==> config.mk <==
export PLATFORM = sky130hd
export DESIGN_NAME = alu_exec_unit
export DESIGN_NICKNAME = d
export VERILOG_FILES = /design/src/rtl/alu_pkg.sv /design/src/rtl/alu_serial_shifter.sv /design/src/rtl/alu_exec_unit.sv
export SDC_FILE = /design/constraint.sdc
export NUM_CORES = 1
export LEC_CHECK = 0
export ABC_CLOCK_PERIOD_IN_PS = 6300
export BUFFER_PORTS_ARGS = -buffer_cell sky130_fd_sc_hd__buf_4
export CAP_MARGIN = 20
export CORE_MARGIN = 2
export CORE_UTILIZATION = 55
export CTS_BUF_LIST = sky130_fd_sc_hd__clkbuf_2
export DETAILED_ROUTE_END_ITERATION = 12
export HOLD_SLACK_MARGIN = 0.1
export PLACE_DENSITY = 0.76
export SYNTH_ARGS = -nofsm -noshare
export SYNTH_HDL_FRONTEND = slang
export SYNTH_SLANG_ARGS = --single-unit
==> constraint.sdc <==
create_clock -name clk -period 6.3 [get_ports clk]
set_input_delay 0.945 -clock clk [delete_from_list [all_inputs] [get_ports clk]]
set_output_delay 0.945 -clock clk [all_outputs]
set_load 0.01 [all_outputs]
==> src/rtl/alu_pkg.sv <==
// Op codes shared with the ALU control decoder, plus execute-unit state and helpers.
package alu_pkg;

  localparam logic [3:0] ALU_AND  = 4'b0000;
  localparam logic [3:0] ALU_OR   = 4'b0001;
  localparam logic [3:0] ALU_ADD  = 4'b0010;
  localparam logic [3:0] ALU_XOR  = 4'b0011;
  localparam logic [3:0] ALU_SUB  = 4'b0110;
  localparam logic [3:0] ALU_SLT  = 4'b0111;
  localparam logic [3:0] ALU_SLTU = 4'b1011;
  localparam logic [3:0] ALU_SLL  = 4'b1000;
  localparam logic [3:0] ALU_SRL  = 4'b1001;
  localparam logic [3:0] ALU_SRA  = 4'b1010;

  typedef enum logic [1:0] {
    ST_IDLE  = 2'd0,
    ST_SHIFT = 2'd1,
    ST_DONE  = 2'd2
  } state_e;

  function automatic logic is_shift(input logic [3:0] code);
    return (code == ALU_SLL) || (code == ALU_SRL) || (code == ALU_SRA);
  endfunction

endpackage

==> src/rtl/alu_serial_shifter.sv <==
// Bit-serial shifter: one position per enabled cycle; last_o flags the final step so the
// caller can capture data_o on that same edge. No backpressure; the caller gates shift_en_i.
module alu_serial_shifter
  import alu_pkg::*;
#(
  parameter int XLEN = 32,
  parameter int SHW  = $clog2(XLEN)
) (
  input  logic            clk,
  input  logic            reset,
  input  logic            start_i,
  input  logic            shift_en_i,
  input  logic [3:0]      code_i,
  input  logic [XLEN-1:0] data_i,
  input  logic [SHW-1:0]  shamt_i,
  output logic [XLEN-1:0] data_o,
  output logic            last_o
);

  logic [XLEN-1:0] sh_q, sh_d;
  logic [SHW-1:0]  cnt_q, cnt_d;
  logic [3:0]      code_q, code_d;

  // data_o is the value after this cycle's step, not the stored value.
  always_comb begin
    data_o = {sh_q[XLEN-1], sh_q[XLEN-1:1]};
    if (code_q == ALU_SLL) begin
      data_o = {sh_q[XLEN-2:0], 1'b0};
    end else if (code_q == ALU_SRL) begin
      data_o = {1'b0, sh_q[XLEN-1:1]};
    end
  end

  assign last_o = shift_en_i && (cnt_q == SHW'(1));

  always_comb begin
    sh_d   = sh_q;
    cnt_d  = cnt_q;
    code_d = code_q;
    if (start_i) begin
      sh_d   = data_i;
      cnt_d  = shamt_i;
      code_d = code_i;
    end else if (shift_en_i) begin
      sh_d  = data_o;
      cnt_d = cnt_q - SHW'(1);
    end
  end

  always_ff @(posedge clk or posedge reset) begin
    if (reset) begin
      sh_q   <= '0;
      cnt_q  <= '0;
      code_q <= ALU_SLL;
    end else begin
      sh_q   <= sh_d;
      cnt_q  <= cnt_d;
      code_q <= code_d;
    end
  end

endmodule

==> src/rtl/alu_exec_unit.sv <==
// Multi-cycle execute unit: single-cycle logic/arith/compare, serial shifts (1+shamt cycles).
// Result is held until out_ready; in_ready follows out_ready in DONE for back-to-back issue.
module alu_exec_unit
  import alu_pkg::*;
#(
  parameter int XLEN = 32,
  parameter int SHW  = $clog2(XLEN)
) (
  input  logic            clk,
  input  logic            reset,
  input  logic            in_valid,
  output logic            in_ready,
  input  logic [3:0]      alu_ctrl,
  input  logic [XLEN-1:0] src_a,
  input  logic [XLEN-1:0] src_b,
  output logic            out_valid,
  input  logic            out_ready,
  output logic [XLEN-1:0] result,
  output logic            zero,
  output logic            illegal
);

  state_e          state_q, state_d;
  logic [XLEN-1:0] result_q, result_d;
  logic            illegal_q, illegal_d;
  logic [XLEN-1:0] op_res;
  logic            op_ill;
  logic            accept;
  logic            sh_start;
  logic            sh_last;
  logic [XLEN-1:0] sh_data;
  logic [SHW-1:0]  shamt;

  assign shamt     = src_b[SHW-1:0];
  assign in_ready  = (state_q == ST_IDLE) || ((state_q == ST_DONE) && out_ready);
  assign accept    = in_valid && in_ready;
  assign out_valid = (state_q == ST_DONE);
  assign result    = result_q;
  assign zero      = (result_q == '0);
  assign illegal   = illegal_q;

  // Shift codes pass src_a through here, which is exactly the shamt==0 result.
  always_comb begin
    op_res = '0;
    op_ill = 1'b0;
    case (alu_ctrl)
      ALU_AND:  op_res = src_a & src_b;
      ALU_OR:   op_res = src_a | src_b;
      ALU_ADD:  op_res = src_a + src_b;
      ALU_XOR:  op_res = src_a ^ src_b;
      ALU_SUB:  op_res = src_a - src_b;
      ALU_SLT:  op_res = {{(XLEN-1){1'b0}}, ($signed(src_a) < $signed(src_b))};
      ALU_SLTU: op_res = {{(XLEN-1){1'b0}}, (src_a < src_b)};
      ALU_SLL, ALU_SRL, ALU_SRA: op_res = src_a;
      default:  op_ill = 1'b1;
    endcase
  end

  always_comb begin
    state_d   = state_q;
    result_d  = result_q;
    illegal_d = illegal_q;
    sh_start  = 1'b0;
    case (state_q)
      ST_SHIFT: begin
        if (sh_last) begin
          result_d = sh_data;
          state_d  = ST_DONE;
        end
      end
      ST_DONE: begin
        if (out_ready) state_d = ST_IDLE;
      end
      default: ;
    endcase
    if (accept) begin
      if (is_shift(alu_ctrl) && (shamt != '0)) begin
        sh_start  = 1'b1;
        illegal_d = 1'b0;
        state_d   = ST_SHIFT;
      end else begin
        result_d  = op_res;
        illegal_d = op_ill;
        state_d   = ST_DONE;
      end
    end
  end

  always_ff @(posedge clk or posedge reset) begin
    if (reset) begin
      state_q   <= ST_IDLE;
      result_q  <= '0;
      illegal_q <= 1'b0;
    end else begin
      state_q   <= state_d;
      result_q  <= result_d;
      illegal_q <= illegal_d;
    end
  end

  alu_serial_shifter #(
    .XLEN(XLEN),
    .SHW (SHW)
  ) u_shifter (
    .clk       (clk),
    .reset     (reset),
    .start_i   (sh_start),
    .shift_en_i(state_q == ST_SHIFT),
    .code_i    (alu_ctrl),
    .data_i    (src_a),
    .shamt_i   (shamt),
    .data_o    (sh_data),
    .last_o    (sh_last)
  );

endmodule

### Yosys cells after proc, flatten, opt, wreduce, memory -nomap -nowiden

Index checks and enable logic that the tools add are counted.

| storage, ports and cells | value |
|---|---|
| register bits after elaboration | 76 |
| output and inout bits | 36 |
| word-level logic and storage cells | 66 |

| operators by class | value |
|---|---|
| magnitude comparators | 2 |
| mux-type cells | 20 |
| $add $sub $neg | 3 |
| bitwise logic cells | 3 |
| reduce and logical (&&, ||, !) cells | 16 |
| equal/unequal tests | 16 |

Operator list:

| kind | count |
|---|---|
| two-way mux 32 bit | 8 |
| case mux 32 bit (8 select lines) | 1 |
| less-than comparator 32 bit | 2 |
| adder 32 bit | 1 |
| bitwise AND 32 bit | 1 |
| zero test 32 bit | 1 |
| OR 32 bit | 1 |
| subtractor 32 bit | 1 |
| XOR 32 bit | 1 |
| equality test 4 bit, second input constant | 6 |
| two-way mux 5 bit | 2 |
| OR reduction 10 bit | 1 |
| equality test 4 x 2 -> 1 bit, second input constant | 2 |
| equality test 4 x 3 -> 1 bit, second input constant | 2 |
| two-way mux 2 bit | 4 |
| equality test 5 x 1 -> 1 bit, second input constant | 1 |
| nonzero test 5 bit | 1 |
| subtractor 5 x 1 -> 5 bit, second input constant | 1 |
| equality test 4 x 1 -> 1 bit, second input constant | 1 |
| logical AND 1 bit | 4 |
| zero test 4 bit | 1 |
| two-way mux 1 bit | 4 |
| case mux 2 bit (2 select lines) | 1 |
| logical OR 1 bit | 3 |
| other kinds (9) | 9 |

### Depth between registers and ports, before layout

Gate-level depths: netlist of run 1.

| depth | value |
|---|---|
| depth after elaboration | 7 |
| depth in mapped cells | 13 |

### Hierarchy

A second synthesis of run 1 with hierarchy kept.

| unflattened totals | value |
|---|---|
| cell total of the unflattened synthesis | 1,211 |
| area, all modules | 9,335.2 um^2 |

Modules (own cells, without submodules):

| module | instances | area an instance (um^2) | seq. area each (um^2) | cells an instance |
|---|---|---|---|---|
| alu_exec_unit | 1 | 6,945.4 | 875.8 | 956 |
| alu_serial_shifter | 1 | 2,389.8 | 1,027.2 | 255 |

### Least setup slack after synthesis of run 1

OpenSTA, ideal clock, no wires.

| timing | value |
|---|---|
| path type | input-to-reg |
| from | input src_a[0] |
| to | register result_q[26], in the netlist result[26] |
| data required time | 6.174 ns |
| data arrival time | 3.364 ns |
| path buffers | 0 |
| setup slack | 2.810 ns |
| cell stages on the path | 13 |
| cells stage by stage | inv_1 ha_1 inv_1 fa_1 nor2b_1 o211ai_2 a2111oi_2 o2111a_1 a211o_1 a31oi_1 o21ai_1 o2111a_1 o32a_1 |

| on the way | value |
|---|---|
| cells in the longest elaborated chain, start to end | 4 |
| elaborated cells between the ends (all ways) | 5 |
| those cells by class | add/sub: 2; mux: 3 |

RTL lines:

| item | line | source |
|---|---|---|
| start: declaration | alu_exec_unit.sv:14 | `input logic [XLEN-1:0] src_a,` |
| subtractor 32 bit or adder 32 bit (tied branches) | alu_exec_unit.sv:51, alu_exec_unit.sv:49 |  |
| case mux 32 bit (8 select lines) (*) | alu_exec_unit.sv:46 | `case (alu_ctrl)` |
| two-way mux 32 bit (*) | alu_exec_unit.sv:77 | `if (is_shift(alu_ctrl) && (shamt != '0)) begin` |
| two-way mux 32 bit (*) | alu_exec_unit.sv:76 | `if (accept) begin` |
| via result_d[26] | alu_exec_unit.sv:24 | `logic [XLEN-1:0] result_q, result_d;` |
| end signal: assignment | alu_exec_unit.sv:96 | `result_q <= result_d;` |
| end: declaration | alu_exec_unit.sv:24 |  |

Mark *: on every way through the listed nets, which the timed path passes. The rest lies on a longest branch.
A chain may end at the register's enable or synchronous reset.

### Worst setup path in the final report of run 1

| timing | value |
|---|---|
| from | input src_b[3] |
| to | register result_q[15], in the netlist result[15] |

| on the way | value |
|---|---|
| cells in the longest elaborated chain, start to end | 4 |
| elaborated cells between the ends (all ways) | 7 |
| those cells by class | add/sub: 2; mux: 3; reduce/logical: 2 |

RTL lines:

| item | line | source |
|---|---|---|
| start: declaration | alu_exec_unit.sv:15 | `input logic [XLEN-1:0] src_b,` |
| subtractor 32 bit (tied with other cells) | alu_exec_unit.sv:51 | `ALU_SUB: op_res = src_a - src_b;` |
| case mux 32 bit (8 select lines) or logical AND 1 bit (tied branches) | alu_exec_unit.sv:46, alu_exec_unit.sv:77 |  |
| two-way mux 32 bit (*) | alu_exec_unit.sv:77 |  |
| two-way mux 32 bit (*) | alu_exec_unit.sv:76 |  |
| via result_d[15] | alu_exec_unit.sv:24 |  |

Marked as above.

==> results.cfg, run 1 <==
[outcome]
status = finished clean

[sta]
period_share_pct = 57.08
worst_pin_slew_ns = 1.039
slew_violations = 0
setup_tns_ns = 0
clock_skew_ns = 0.02871
layout_min_cycle_time_ns = 3.596
hold_violations = 0
finalSetupViolCount = 0
grt_setup_unrepaired = no
clock.fmax_ghz = 0.2781
slew_headroom_pct = 30.59

[route]
wl_met1_um = 13870
drc = 0
met3_length_um = 3913
vias = 9659
vias_per_cell = 6.418
wirelength_um = 31480
ant_nets = 0
drt-initial-drc-count = 1249
route.met2.wl_um = 13250
firstDrtPassIters = 6
top_layer = met4
wire_per_inst_um = 20.92

[worst_setup_path]
required_ns = 6.74
reg2reg_from = u_shifter.code_q[3]$_DFFE_PP1P_
worst-setup-path-type = input port to flip-flop
cp_max_fo = 8
cp-startpoint = src_b[3]
r2r_cells = 7
crit_path_end_kind = flip-flop
worst_ep_arrival_time_ns = 4.04
startpoint_type = input port
reg2reg_slack_ns = 3.42
r2r-end = result[13]$_DFF_PP0_

[final_layout]
regArea_mm2 = 0.001903
drive_above_1_share_pct = 12.42
nFillCells = 1524
multi_input_area_mm2 = 0.006375
final_cells = 1505
layout_commonest_cell = nor2_1
fin_nets = 1458
fin_area_mm2 = 0.009985
layout_common_cells = 126 x nor2_1, 125 x a21oi_1, 122 x buf_4
syn2layout_area_growth_pct = 11.42

[yosys]
yosysSeqAreaShare_pct = 21.24
synth-edff-count = 0
syn_inst = 1228
synth_top_flop_cell = dfrtp_1
synth.distinct_cells = 68
synth_largest_area_cell = dfrtp_1
netlist_area_mm2 = 0.008961
synth.top_cell.area_share_pct = 20.94
syn_avg_cell_area_um2 = 7.297
synthesis.nets = 1403
synth-async-reset-ratio_pct = 100.0
synth_seq_cells = 76
synthTopCellsByArea = dfrtp_1 21%, ha_1 14%, a21oi_1 7.0%
ys_warn_count = 0

[placement]
io_buffers = 107
place.gp.congestion = 1.034
dp_hpwl_um = 24310
dp_cells = 1488
placed_area_mm2 = 0.009877

[floorplanning]
core_mm2 = 0.01589
die_w_um = 131.6
dieArea_mm2 = 0.01733
io-pin-count = 108
dieHeight_um = 131.6
fp-row-count = 46
initial_core_util_pct = 56.41

[clocking]
htreeDepth = 3
clk_pin_slew_worst_paths_ns = 0.19
cts_buffers = 9
cts_sinks = 76
root_buffer = clkbuf_2
clkLatencyLatePin_ns = 0.54
cts_tree = done
ctsResizeCount = 0
post-cts-setup-buffer-count = 0
clock_path_buffers = 2
postCtsHoldBufs = 0

[job]
drv_cap = 0

[min_path]
hold_start = u_shifter.code_q[2]$_DFFE_PP0P_
min_path_cells = 1
min_path_type = flip-flop to flip-flop
whs_endpoint = u_shifter.code_q[2]$_DFFE_PP0P_

[global_route]
grt_pass1_vias = 8685
antenna_found_initial = 3
grt_overflow = 0
grt_pass1_wl_um = 49450
grt_usage_pct = 35.97
grt_max_degree = 77

[power]
power_mw = 1.402
powerDensity_mw_per_mm2 = 140.4
irDropWorstVdd_uv = 114.6
p_leak_nw = 4.403
## cells by family (layout without fill, tap and decap cells)
logic type      after synthesis  count (layout)  share of synthesized area (%)
fa+ha+maj                   103             103                          14.55
buf+inv                     188             248                          7.931
compound gates              438             438                          31.25
mux                          39              39                          4.412
flops                        76              76                          21.24
simple gates                354             354                          17.69
other cells                   0               1                              0
xor+xnor                     30              30                          2.932
## cell type report
cell class                      count  area share (%)
Tap cell                          216           2.707
Inverter                          110           4.135
Antenna cell                        1         0.02506
Timing Repair Buffer              122           9.173
Clock inverter                      6          0.5514
Multi-Input combinational cell    964           63.85
Clock buffer                       10          0.5013
Sequential cell                    76           19.06
## registers in the layout, indices dropped and copies added, names as in the netlist
signal	cells
u_shifter.cnt_q	5
illegal	1
result	32
u_shifter.code_q	4
state_q	2
u_shifter.sh_q	32
## power breakdown
group          total [mW]  internal (mW)  switching (mW)  leakage, nW
clock               0.259         0.0892           0.169       0.0668
sequential          0.536          0.511          0.0251        0.831
combinational       0.607          0.234           0.373         3.50
## worst max-delay path: stages
cell	delay, ns
buf_4	0.09
inv_1	0.07
ha_1	0.45
inv_1	0.09
nor4_1	0.50
nor3_1	0.17
o41ai_1	0.88
a21o_1	0.21
a21oi_1	0.08
xnor2_1	0.17
a22oi_1	0.10
a31oi_1	0.27
## synth_stat cells (12+ instances only)
cell type,number
a211oi_1,17
a21o_1,12
a21oi_1,126
a221oi_1,16
a22oi_1,14
a31oi_1,18
clkbuf_1,67
dfrtp_1,75
ha_1,101
inv_1,108
mux2i_1,35
nand2_1,112
nand2b_1,15
nand3_1,16
nand4_1,12
nor2_1,127
nor2b_1,15
nor3_1,21
nor4_1,17
o211ai_1,23
o21ai_0,106
o22ai_1,20
xnor2_1,27
## per-layer routing
| metal | global-route usage [%] | vias to the layer above |
|---|---|---|
| met5 | 0 | - |
| met4 | 6.703 | 0 |
| met3 | 6.674 | 38 |
| met2 | 52.12 | 568 |
| met1 | 55.50 | 4545 |
| li1 | - | 4508 |
## stage by stage
| stage | worst slack (ns) | utilization, % | hold WS [ns] |
|---|---|---|---|
| global route | 2.563 | 62.85 | 0.5643 |
| detailed placement | 2.268 | 62.18 | 0.4934 |
| floorplan | 2.810 | - | 0.4556 |
| global placement | 2.304 | 62.13 | 0.4868 |
| CTS | 2.859 | 62.84 | 0.5383 |
| finish | 2.704 | 62.85 | 0.5338 |
## how the worst max path moves through the flow
stage,to,depth (start not counted)
after floorplan,result[26]$_DFF_PP0_,13
after global placement,result[26]$_DFF_PP0_,9
after detailed placement,result[25]$_DFF_PP0_,12
after CTS,result[31]$_DFF_PP0_,12
after global routing,result[15]$_DFF_PP0_,12
final,result[15]$_DFF_PP0_,12
No activity file was read; power rests on OpenSTA's default activity.
==> run 2, diff against run 1 <==
--- a/config.mk
+++ b/config.mk
@@ -5,7 +5,7 @@
 export SDC_FILE = /design/constraint.sdc
 export NUM_CORES = 1
 export LEC_CHECK = 0
-export ABC_CLOCK_PERIOD_IN_PS = 6300
+export ABC_CLOCK_PERIOD_IN_PS = 3050
 export BUFFER_PORTS_ARGS = -buffer_cell sky130_fd_sc_hd__buf_4
 export CAP_MARGIN = 20
 export CORE_MARGIN = 2
@@ -13,7 +13,7 @@
 export CTS_BUF_LIST = sky130_fd_sc_hd__clkbuf_2
 export DETAILED_ROUTE_END_ITERATION = 12
 export HOLD_SLACK_MARGIN = 0.1
-export PLACE_DENSITY = 0.76
+export PLACE_DENSITY = 0.79
 export SYNTH_ARGS = -nofsm -noshare
 export SYNTH_HDL_FRONTEND = slang
 export SYNTH_SLANG_ARGS = --single-unit
==> constraint.sdc (replaced) <==
create_clock -name clk -period 3.05 [get_ports clk]
set_input_delay 0.4575 -clock clk [delete_from_list [all_inputs] [get_ports clk]]
set_output_delay 0.4575 -clock clk [all_outputs]
set_load 0.01 [all_outputs]
==> run 2 against run 1 <==
Combinational power is 150% higher; sequential share of layout area down 2.1 points; total power rose by 140%; count of clock-buffer cells in the layout shrank 1; sequential cell count is the same; critical path depth grew 2; non-clock buffer count increased by 154; final area is 13% higher; hold slack lost 0.39 ns; global-route usage grew 3.4 points; die area stayed put; clock skew down 0.0014 ns.
==> results.cfg, run 2 (synthesis results as in run 1) <==
[worst_setup_path]
required_ns = 3.52
reg2reg_from = state_q[1]$_DFFE_PP0P_
path_cells = buf_4 > inv_1 > ha_1 > inv_1 > fa_1 > nor2b_1 > o211ai_2 > a2111oi_2 > o2111a_1 > a211o_1 > a31oi_1 > o21ai_1 > o2111a_1 > o32a_1
startpoint_type = input port
crit_path_end_kind = flip-flop
cp_slowest_cell = fa_1
worst-setup-path-type = input port to flip-flop
critPathMaxStageDelay_ns = 0.37
worst_ep_arrival_time_ns = 3.19
cp_max_fo = 2
cp-startpoint = src_a[0]

[clocking]
root_buffer = clkbuf_2
clkLatencyLatePin_ns = 0.54
clock_path_buffers = 2
post-cts-setup-buffer-count = 0
cts_buffers = 9
clk_pin_slew_worst_paths_ns = 0.23
ctsResizeCount = 0
cts_tree = done
htreeDepth = 3
cts_sinks = 76

[sta]
layout_min_cycle_time_ns = 2.721
finalSetupViolCount = 0
clock.fmax_ghz = 0.3675
hold_violations = 0
slew_headroom_pct = 38.86
worst_pin_slew_ns = 0.9110
setup_slack_ns = 0.3290
grt_setup_unrepaired = no
clock_skew_ns = 0.02730
slew_violations = 0
period_share_pct = 89.21

[floorplanning]
dieHeight_um = 131.6
io-pin-count = 108
fp-row-count = 46
die_w_um = 131.6
dieArea_mm2 = 0.01733
initial_core_util_pct = 56.41
core_mm2 = 0.01589

[final_layout]
antenna_cells = 0
syn2layout_area_growth_pct = 25.48
fin_nets = 1612
layout_commonest_cell = buf_4
final_cells = 1657
drive_above_1_share_pct = 21.79
layout_common_cells = 271 x buf_4, 126 x nor2_1, 125 x a21oi_1

[power]
irDropWorstVdd_uv = 200.7
p_leak_nw = 5.179
power_mw = 3.343
powerDensity_mw_per_mm2 = 297.3

[placement]
dp_cells = 1641
pre_cts_slack_ns = -0.2142
dp_hpwl_um = 27340
io_buffers = 107
place.gp.congestion = 1.012

[global_route]
grt_pass1_wl_um = 54120
antenna_found_initial = 0
grt_usage_pct = 39.33
grt_pass1_vias = 9647
grt_overflow = 0
grt_max_degree = 71

[route]
vias_per_cell = 6.309
firstDrtPassIters = 5
wirelength_um = 34580
vias = 10450
drt-initial-drc-count = 1126
ant_nets = 0
drc = 0
wire_per_inst_um = 20.87

[outcome]
status = finished clean

[min_path]
hold_start = in_valid
min_path_type = input port to flip-flop

[job]
drv_cap = 0
==> run 2: cell count changes in the layout (fill, tap and decap cells not counted) <==
cell,before,now
clkinv_2,2,0
buf_4,122,271
clkinvlp_4,1,2
clkinv_1,2,0
buf_12,0,4
clkbuf_2,10,9
bufinv_16,1,3
dlygate4sd3_1,0,1
clkinv_4,0,1
diode_2,1,0
==> run 2: worst paths after layout <==
path / end / slack, ns / cells past startpoint
max in group asynchronous: result[5]$_DFF_PP0_ / 1.90 / 4
setup / recovery: result[26]$_DFF_PP0_ / 0.33 / 14
hold / removal: state_q[1]$_DFFE_PP0P_ / 0.15 / 3
min in group asynchronous: u_shifter.sh_q[24]$_DFFE_PP0P_ / 0.33 / 3
setup reg to reg: result[13]$_DFF_PP0_ / 0.74 / 9
hold reg to reg: u_shifter.sh_q[0]$_DFFE_PP0P_ / 0.54 / 2
==> run 2: worst max-delay path, delay by kind of cell <==
family	cells	cell delay (ns)
adder cells (fa/ha/maj)	2	0.56
AND/OR/NAND/NOR	1	0.16
buffers and inverters	3	0.23
AO/OA/AOI/OAI	8	1.76
==> run 2: repair_timing <==
| action | 4_1_cts | 5_1_grt |
|---|---|---|
| endpoints found under the hold margin | 7 | 0 |
| hold buffers | 1 | 0 |
| endpoints found under the setup margin | 0 | 0 |
==> run 2: layout make-up <==
class	instances	area [um^2]
clock buffers	9	45.04
clock inverters	6	113.9
flip-flops and latches	76	1903
well taps	216	270.3
fillers	1375	4641
multi-input cells	964	6375
inverters	110	412.9
repair buffers	276	2125
==> run 2: power by group <==
group | total [mW] | leakage (nW) | internal [mW] | switching (mW)
combinational | 1.51 | 4.26 | 0.664 | 0.847
sequential | 1.11 | 0.831 | 1.06 | 0.0531
clock | 0.722 | 0.0842 | 0.349 | 0.373
total | 3.34 | 5.18 | 2.07 | 1.27
==> run 2: routing by layer <==
metal	track usage, %	wire, um	vias to the layer above
met5	0	0	-
met4	7.971	642	0
li1	-	-	4824
met1	58.53	15140	4943
met2	57.56	14390	626
met3	9.645	4405	61
==> run 2: per-stage QoR <==
| stage | util [%] | setup TNS (ns) | instance area (um^2) | hold slack [ns] |
|---|---|---|---|---|
| after floorplan | - | 0 | 8961 | 0.4556 |
| after global placement | 69.72 | -1.141 | 11080 | 0.3722 |
| after detailed placement | 69.72 | -1.263 | 11080 | 0.3811 |
| after CTS | 70.79 | 0 | 11240 | 0.1298 |
| after global routing | 70.79 | 0 | 11240 | 0.1277 |
| final | 70.79 | 0 | 11240 | 0.1471 |
